File: src/rtl/mux_nto1_reg_if.sv
// Bus bundle for mux_nto1_reg: packed channel inputs, select/mode/hold controls and the
// registered outputs.
interface mux_nto1_reg_if #(
    parameter int unsigned WIDTH  = 1,
    parameter int unsigned NUM_CH = 4
);
    localparam int unsigned SEL_W = $clog2(NUM_CH);

    logic [NUM_CH*WIDTH-1:0] din;
    logic [SEL_W-1:0]        sel;
    logic                    mode;
    logic                    hold;
    logic [WIDTH-1:0]        dout;
    logic [SEL_W-1:0]        cur_sel;
    logic                    sel_changed;

    modport master (
        output din, sel, mode, hold,
        input  dout, cur_sel, sel_changed
    );

    modport slave (
        input  din, sel, mode, hold,
        output dout, cur_sel, sel_changed
    );
endinterface

File: src/rtl/mux_nto1_reg.sv
// Registered N-to-1 multiplexer with manual select, an auto-scan sequencer that dwells
// DWELL cycles per channel, a hold/freeze control and a select-change pulse.
module mux_nto1_reg #(
    parameter int unsigned WIDTH  = 1,
    parameter int unsigned NUM_CH = 4,
    parameter int unsigned DWELL  = 4
) (
    input logic           clk,
    input logic           rst,
    mux_nto1_reg_if.slave bus
);
    localparam int unsigned SEL_W = $clog2(NUM_CH);
    localparam int unsigned CNT_W = (DWELL > 1) ? $clog2(DWELL) : 1;
    localparam logic [SEL_W-1:0] LAST_CH  = SEL_W'(NUM_CH - 1);
    localparam logic [CNT_W-1:0] LAST_CNT = CNT_W'(DWELL - 1);
    localparam logic [SEL_W:0]   NUM_CH_X = (SEL_W + 1)'(NUM_CH);

    typedef enum logic {StManual, StScan} state_e;

    state_e           state_q;
    logic [CNT_W-1:0] cnt_q;
    logic [SEL_W-1:0] cur_sel_q;
    logic [WIDTH-1:0] dout_q;
    logic             sel_changed_q;

    logic [CNT_W-1:0] cnt_cur;
    logic [CNT_W-1:0] cnt_d;
    logic [SEL_W-1:0] nsel;
    logic [WIDTH-1:0] din_sel;

    always_comb begin
        // Entering SCAN always begins a fresh dwell on the present channel
        cnt_cur = (state_q == StScan) ? cnt_q : '0;
        nsel    = cur_sel_q;
        cnt_d   = '0;
        if (bus.mode) begin
            if (cnt_cur == LAST_CNT) begin
                nsel = (cur_sel_q == LAST_CH) ? '0 : cur_sel_q + 1'b1;
            end else begin
                cnt_d = cnt_cur + 1'b1;
            end
        end else if ({1'b0, bus.sel} < NUM_CH_X) begin
            nsel = bus.sel;
        end
        din_sel = bus.din[int'(nsel) * int'(WIDTH) +: WIDTH];
    end

    always_ff @(posedge clk or posedge rst) begin
        if (rst) begin
            state_q       <= StManual;
            cnt_q         <= '0;
            cur_sel_q     <= '0;
            dout_q        <= '0;
            sel_changed_q <= 1'b0;
        end else if (bus.hold) begin
            sel_changed_q <= 1'b0;
        end else begin
            state_q       <= bus.mode ? StScan : StManual;
            cnt_q         <= cnt_d;
            cur_sel_q     <= nsel;
            dout_q        <= din_sel;
            sel_changed_q <= (nsel != cur_sel_q);
        end
    end

    assign bus.dout        = dout_q;
    assign bus.cur_sel     = cur_sel_q;
    assign bus.sel_changed = sel_changed_q;
endmodule

File: src/flat_wrapper.sv
// flat-port wrapper written by rule: the top's interface ports become plain ports
module mux_nto1_reg_flat 
#(
    parameter int unsigned WIDTH  = 1,
    parameter int unsigned NUM_CH = 4,
    parameter int unsigned DWELL  = 4
)
  (clk, rst, bus_din, bus_sel, bus_mode, bus_hold, bus_dout, bus_cur_sel, bus_sel_changed);
  mux_nto1_reg_if #(.WIDTH(WIDTH), .NUM_CH(NUM_CH)) bus_i ();
  input logic clk;
  input logic rst;
  input wire logic [$bits(bus_i.din)-1:0] bus_din;
  input wire logic [$bits(bus_i.sel)-1:0] bus_sel;
  input wire logic [$bits(bus_i.mode)-1:0] bus_mode;
  input wire logic [$bits(bus_i.hold)-1:0] bus_hold;
  output wire logic [$bits(bus_i.dout)-1:0] bus_dout;
  output wire logic [$bits(bus_i.cur_sel)-1:0] bus_cur_sel;
  output wire logic [$bits(bus_i.sel_changed)-1:0] bus_sel_changed;
  assign bus_i.din = bus_din;
  assign bus_i.sel = bus_sel;
  assign bus_i.mode = bus_mode;
  assign bus_i.hold = bus_hold;
  assign bus_dout = bus_i.dout;
  assign bus_cur_sel = bus_i.cur_sel;
  assign bus_sel_changed = bus_i.sel_changed;
  mux_nto1_reg #(.WIDTH(WIDTH), .NUM_CH(NUM_CH), .DWELL(DWELL)) u_core (.clk(clk), .rst(rst), .bus(bus_i));
endmodule
File: config.mk
export PLATFORM = sky130hd
export DESIGN_NAME = mux_nto1_reg_flat
export DESIGN_NICKNAME = d
export VERILOG_FILES = /design/src/rtl/mux_nto1_reg_if.sv /design/src/rtl/mux_nto1_reg.sv /design/src/flat_wrapper.sv
export SDC_FILE = /design/constraint.sdc
export NUM_CORES = 1
export LEC_CHECK = 0
export CAP_MARGIN = 5
export CORE_AREA = 4 4 41 43
export CTS_BUF_LIST = sky130_fd_sc_hd__clkbuf_2 sky130_fd_sc_hd__clkbuf_4 sky130_fd_sc_hd__clkbuf_8
export CTS_CLUSTER_DIAMETER = 200
export DETAILED_ROUTE_END_ITERATION = 8
export DIE_AREA = 0 0 45 47
export PLACE_DENSITY_LB_ADDON = 0.25
export SETUP_SLACK_MARGIN = 0.3
export SLEW_MARGIN = 5
export SYNTH_ARGS = -nofsm -noshare
export SYNTH_HDL_FRONTEND = slang
export SYNTH_SLANG_ARGS = --single-unit
File: constraint.sdc
create_clock -name clk -period 2.95 [get_ports clk]
set_input_delay 0.4425 -clock clk [delete_from_list [all_inputs] [get_ports clk]]
set_output_delay 0.4425 -clock clk [all_outputs]
set_load 0.05 [all_outputs]
* Word-level counts from Yosys, hierarchy flattened *
Cells that the tools add are included.

cells by class
  add/subtract/negate cells = 2
  equality and inequality tests = 3
  shift-type cells = 1
  muxes and demuxes = 8

operators with widths
  operator                                     number
  2-to-1 mux 2 bit                             6
  adder 2 x 1 -> 2 bit, second input constant  2
  equality test 2 bit, second input constant   2
  variable part select 4 x 3 -> 1 bit          1
  2-to-1 mux 1 bit                             2
  inequality test 2 bit                        1

storage, ports and cells
  register bits = 7
  input bits = 10
  word-level logic and storage cells = 19

* Logic depth before layout (Yosys ltp) *
Gate-level depths: netlist of run 1.

  word-level depth = 6
  gate-level depth with buffers = 6
  gate-level depth less buffers = 6

* Worst setup path after synthesis of run 1 *
OpenSTA, ideal clock, no wires.

  path type = register to register
  start point = reg u_core.cur_sel_q[0], in the netlist u_core.bus.cur_sel[0]
  end point = reg u_core.dout_q, in the netlist u_core.bus.dout
  setup time = 137 ps
  data arrival time = 1790 ps
  required time = 2813 ps
  slack = 1023 ps
  stages on the path, launching flop included = 6
  buffers on the path = 0
  clock period less this slack = 1927 ps
  cells stage by stage = dfrtp_1 ha_1 or3b_4 a31oi_4 mux2i_1 a221oi_2

on the way
  word-level cells in the longest chain between the ends = 5
  elaborated cells between the ends (all ways) = 6

RTL lines
  what                                                                line                source
  start: declaration                                                  mux_nto1_reg.sv:22  logic [SEL_W-1:0] cur_sel_q;
  start signal: assignment                                            mux_nto1_reg.sv:60  cur_sel_q <= nsel;
  adder 2 x 1 -> 2 bit / equality test 2 bit (equally long branches)  mux_nto1_reg.sv:38  nsel = (cur_sel_q == LAST_CH) ? '0 : cur_sel_q + 1'b1;
  2-to-1 mux 2 bit                                                    mux_nto1_reg.sv:38
  2-to-1 mux 2 bit *                                                  mux_nto1_reg.sv:37  if (cnt_cur == LAST_CNT) begin
  2-to-1 mux 2 bit *                                                  mux_nto1_reg.sv:36  if (bus.mode) begin
  variable part select 4 x 3 -> 1 bit *                               mux_nto1_reg.sv:45  din_sel = bus.din[int'(nsel) * int'(WIDTH) +: WIDTH];
  end signal: assignment                                              mux_nto1_reg.sv:61  dout_q <= din_sel;
  end: declaration                                                    mux_nto1_reg.sv:23  logic [WIDTH-1:0] dout_q;

Every way passes the cells marked *; elsewhere a longest branch is shown, timed or not.
A chain may end at the register's enable or synchronous reset.

* Worst setup path after layout of run 1 *
  start point = reg u_core.cur_sel_q[0], in the netlist u_core.bus.cur_sel[0]
  end point = out bus_cur_sel[0]

RTL lines
  what              line                source
  end: declaration  flat_wrapper.sv:17  output wire logic [$bits(bus_i.cur_sel)-1:0] bus_cur_sel;

No word-level cell between the ends.

==> flow_summary.toml, run 1 <==
[setup_path]
reg2reg_to = "u_core.bus.dout"
cp-start-kind = "flop"
r2r_start = "u_core.cnt_q[0]"
cpMaxStageDelayCell = "clkdlybuf4s50_1"
crit_fanout = 9
critPathCaptureType = "output port"
reg2regPathDepth = 6
cp-startpoint = "u_core.bus.cur_sel[0]"
rrSetupSlack_ps = 1100
worstPathRequired_ps = 2510
path_delay_family = "buffers and inverters"
cp_data_arrival_time_ps = 1610
criticalPathCategory = "flop to output port"
critical-path-max-stage-delay_ps = 860
crit_buf_inv = 1
path_cells = "clkdlybuf4s50_1"

[cells_and_area]
area_growth_pct = 36.94
final_nets = 75
antennaDiodeCount = 0
layout-drive-gt1-share = 0.1774
fin_util = 0.4990

[clock_network]
cts.sinks = 7
clock-root-buffer = "clkbuf_4"
cts_hold_buf = 0
clk_pin_slew_ps = 50
cts_tree = "done"
cts_buffer_depth = 2
post_cts_buffers = 0
numCtsBuffers = 3
cts_htree_levels = 1
clk_latency_ps = 250
cts.repair.resized = 0

[global_route]
grt.met1_usage = 0.1308
gr-total-overflow = 0
grt_pass1_wl_um = 1662
antenna_found_initial = 0
busiest_layer = "met2"
grt_pass1_vias = 396
met2_usage = 0.1751
met3_usage = 0.06513
grt.total_usage = 0.1124
grt_max_degree = 12

[drt]
vias = 399
dr.first_iter.drc_count = 5
drc = 0
totalWireLength_um = 952
wire_per_inst_um = 12.36
firstDrtPassIters = 4
ant_nets = 0
viasPerCell = 5.182

[pwr]
p_comb_frac = 0.340
switching_share = 0.3277
power.density_mw_per_mm2 = 498.4
seq_power_share = 0.366
clockPowerShare = 0.293
ir_drop_mv = 0.2635
leakagePower_nw = 0.3166
power_switching_mw = 0.1061
p_int_mw = 0.2176

[timing]
finalHoldViolCount = 0
fmax_mhz = 486.7
rsz0062_at_grt = "no"
period_minus_slack_ps = 2055
skew_ps = 8.792
maxSlewHeadroom = 0.6620
setup_violations = 0
setup_tns_ps = 0
worst_slew_pin_slew_ps = 505.4
slew_violations = 0
min_period_over_period = 0.6965

[synth]
synth_cells = 46
synthArstFlopShare = 1.000
ys_types = 26
avgSynthCellArea_um2 = 10.31
synth-main-ff-cell = "dfrtp_1"
yosysSeqAreaShare = 0.3694
synth_fp_nets = 58
ys_seq_elements = 7
synth-edff-count = 0
ys_warn_count = 0
netlist_area_um2 = 474.2

[floorplanning]
die-area_mm2 = 0.002115
die_x_um = 45
num_rows = 13
initial_core_util = 0.3644
coreArea_mm2 = 0.001301
ios = 14
fp.dieH_um = 47

[worst_hold_path]
min_path_type = "primary input to asynchronous set/reset pin"

[place]
dp_hpwl_um = 768
gp_congestion = 0.7819
port_buffers = 13

[job]
max_cap_viol_count = 0

[outcome]
status = "completed"
per-layer routing:
metal	vias up	wire, um	share of wire
li1	195	-	-
met1	193	421	0.44
met2	11	461	0.48
met3	0	69	0.072
met4	0	0	0
met5	-	0	0
stage by stage:
stage	power (mW)	setup slack, ps	cell area (um2)	cells	hold WS, ps
floorplan	0.1905	1023	474.2	46	245.9
global placement	0.2301	1100	619.3	73	470.3
detailed placement	0.2308	1094	619.3	73	486.1
CTS	0.3281	883.7	649.4	77	421.0
global route	0.3450	832.2	649.4	77	459.3
finish	0.3237	895.4	649.4	77	417.8
cell usage after synthesis, drive strengths merged (2+ instances only):
master	n	area, um2
nor2	3	11.26
mux2i	3	30.03
inv	4	15.01
nand2	5	18.77
and2	2	12.51
dfrtp	7	175.2
ha	2	25.02
a21o	2	15.01
how the worst max path moves through the flow:
| stage | endpoint | slack [ps] | cells past startpoint |
|---|---|---|---|
| 5_1_grt | bus_cur_sel[0] | 830 | 1 |
| 4_1_cts | bus_cur_sel[0] | 880 | 1 |
| 2_1_floorplan | u_core.bus.dout | 1020 | 5 |
| 3_5_place_dp | u_core.bus.dout | 1090 | 4 |
| 3_3_place_gp | u_core.bus.dout | 1100 | 6 |
| 6_report | bus_cur_sel[0] | 900 | 1 |
cell families (layout without fill, tap and decap cells):
logic type | after synthesis | after routing | synth area share
flops | 7 | 7 | 0.3694
mux | 4 | 4 | 0.08707
simple gates | 16 | 16 | 0.2005
xor+xnor | 2 | 2 | 0.03695
compound gates | 10 | 10 | 0.2137
fa+ha+maj | 2 | 2 | 0.05276
buf+inv | 5 | 21 | 0.03956
cells in the final DEF, fill, tap and decap left out, drive strengths merged, types with 2 or more instances in the layout:
cell type      instances
and2                   2
dfrtp                  7
inv                    4
nor2                   3
a21o                   2
clkbuf                 4
mux2i                  3
nand2                  5
clkdlybuf4s50         13
ha                     2
cell type report:
cell class                 instances  area (um2)
inverter                           4       15.01
sequential                         7       175.2
tap                               15       18.77
multi-input combinational         34       280.3
clock buffer                       4       30.03
timing repair buffer              13       130.1
fill                             131       651.9
registers in the layout, summed over array words and instances (netlist names):
| name | flops |
|---|---|
| u_core.bus.cur_sel | 2 |
| u_core.bus.dout | 1 |
| u_core.bus.sel_changed | 1 |
| u_core.cnt_q | 2 |
| u_core.state_q | 1 |
power by group through the flow:
stage               Combinational [mW]  Clock (mW)  Sequential [mW]
finish                           0.110      0.0949            0.119
global route                     0.119       0.106            0.121
CTS                              0.111      0.0985            0.119
detailed placement               0.111           0            0.120
global placement                 0.110           0            0.120
floorplan                       0.0433           0            0.147
No activity file was read; power rests on OpenSTA's default activity.
==> run 2, diff against run 1 <==
clock period = 2.03 ns   (was 2.95 ns; I/O delays follow)
==> run 2 against run 1 <==
Combinational power grew 64%. Utilization is 5.4 points higher. Worst hold slack got worse by 140 ps. Clock power up 48%. Critical endpoint is now u_core.bus.dout. Largest power group is now combinational logic.
==> flow_summary.toml, run 2 (synthesis gave the netlist of run 1 again) <==
[floorplanning]
coreArea_mm2 = 0.001301
initial_core_util = 0.3644
num_rows = 13
die-area_mm2 = 0.002115
die_x_um = 45
ios = 14
fp.dieH_um = 47

[clock_network]
cts.sinks = 7
cts_tree = "done"
cts_hold_buf = 0
cts_buffer_depth = 2
cts_htree_levels = 1
clock-root-buffer = "clkbuf_4"
numCtsBuffers = 3
clk_pin_slew_ps = 60
clk_latency_ps = 250

[drt]
viasPerCell = 5.013
dr.first_iter.drc_count = 3
drc = 0
wire_per_inst_um = 12.64
firstDrtPassIters = 4
ant_nets = 0
totalWireLength_um = 1011
vias = 401

[setup_path]
crit_fanout = 7
r2r_start = "u_core.bus.cur_sel[0]"
criticalPathCategory = "flop to flop"
cp-start-kind = "flop"
worstPathRequired_ps = 2160
reg2regPathDepth = 5
rrSetupSlack_ps = 350
cp_data_arrival_time_ps = 1810
reg2reg_to = "u_core.bus.dout"
critPathCaptureType = "flop"

[pwr]
clockPowerShare = 0.282
switching_share = 0.3321
ir_drop_mv = 0.4224
power_switching_mw = 0.1642
p_int_mw = 0.3303
power.total_mw = 0.4944
power.density_mw_per_mm2 = 687.3
seq_power_share = 0.354
p_comb_frac = 0.364
leakagePower_nw = 0.3400

[global_route]
grt_pass1_vias = 387
grt_pass1_wl_um = 1807
grt_max_degree = 11
grt.total_usage = 0.1178
antenna_found_initial = 0
gr-total-overflow = 0

[cells_and_area]
area_growth_pct = 51.71
multi_input_area_um2 = 322.8
seqCellArea_um2 = 180.2
antennaDiodeCount = 0
layout_common_cells = "clkdlybuf4s50_1 (10), nand2_1 (5), dfrtp_1 (5)"
layout-drive-gt1-share = 0.3231
layout_commonest_cell = "clkdlybuf4s50_1"
fillers = 122
final_nets = 78

[timing]
period_minus_slack_ps = 1681
skew_ps = 6.987
finalHoldViolCount = 0
setup_tns_ps = 0
slew_violations = 0
worst_slew_pin_slew_ps = 500.4
setup_violations = 0
min_period_over_period = 0.8282
fmax_mhz = 594.8
rsz0062_at_grt = "yes"
maxSlewHeadroom = 0.6659

[place]
dp_hpwl_um = 795.9
gp_congestion = 0.6961
port_buffers = 13

[job]
max_cap_viol_count = 0

[outcome]
status = "completed"

[worst_hold_path]
min_path_type = "primary input to asynchronous set/reset pin"
## run 2: repair_timing
action	4_1_cts	5_1_grt
setup endpoints to repair	3	3
gates resized for setup	6	2
buffers inserted	2	0
cloned	0	0
pin swaps	3	1
hold endpoints to repair	0	0
## run 2: worst max-delay path, stage by stage, from the launching register on
cell and delay, ps:
dfrtp_4 510, ha_4 170, or3b_4 370, a31oi_4 190
mux2i_1 240, a221oi_2 70
## run 2: how the worst max path moves through the flow
stage          slack (ps)         endpoint  cells after the start             startpoint
2_1_floorplan         300  u_core.bus.dout                      5  u_core.bus.cur_sel[0]
3_3_place_gp          300  u_core.bus.dout                      6         u_core.state_q
3_5_place_dp          250  u_core.bus.dout                      6         u_core.state_q
4_1_cts               290  u_core.bus.dout                      6         u_core.state_q
5_1_grt               280  u_core.bus.dout                      6         u_core.state_q
6_report              350  u_core.bus.dout                      5  u_core.bus.cur_sel[0]
## run 2: per-stage QoR
stage | instances | hold slack (ps) | instance area (um2) | setup WS (ps) | util
3_5_place_dp | 74 | 468.3 | 648.1 | 246.1 | 0.4981
2_1_floorplan | 46 | 107.9 | 495.5 | 300.1 | -
3_3_place_gp | 74 | 469.5 | 648.1 | 299.6 | 0.4981
4_1_cts | 80 | 285.5 | 708.2 | 293.6 | 0.5442
6_report | 80 | 281.9 | 719.4 | 348.8 | 0.5529
5_1_grt | 80 | 303.9 | 719.4 | 276.0 | 0.5529
## run 2: final cells by class
class                      instances  share of cell area
sequential                         7              0.2504
clock buffer                       4             0.04174
inverter                           4             0.02087
timing repair buffer              16              0.2122
multi-input combinational         34              0.4487
tap                               15             0.02609
## run 2: metal layers
| metal | global-route usage | part of all wire | vias to the layer above |
|---|---|---|---|
| met3 | 0.04598 | 0.070 | 0 |
| met5 | 0 | 0 | - |
| met1 | 0.1674 | 0.51 | 189 |
| li1 | - | - | 200 |
| met2 | 0.1723 | 0.42 | 12 |
| met4 | 0.01754 | 0 | 0 |
## run 2: power by group through the flow
stage,Sequential [mW],Combinational [mW],Clock [mW]
after global routing,0.179,0.196,0.150
after detailed placement,0.179,0.168,0
after CTS,0.176,0.177,0.145
after floorplan,0.219,0.0662,0
final,0.175,0.180,0.140
after global placement,0.180,0.166,0
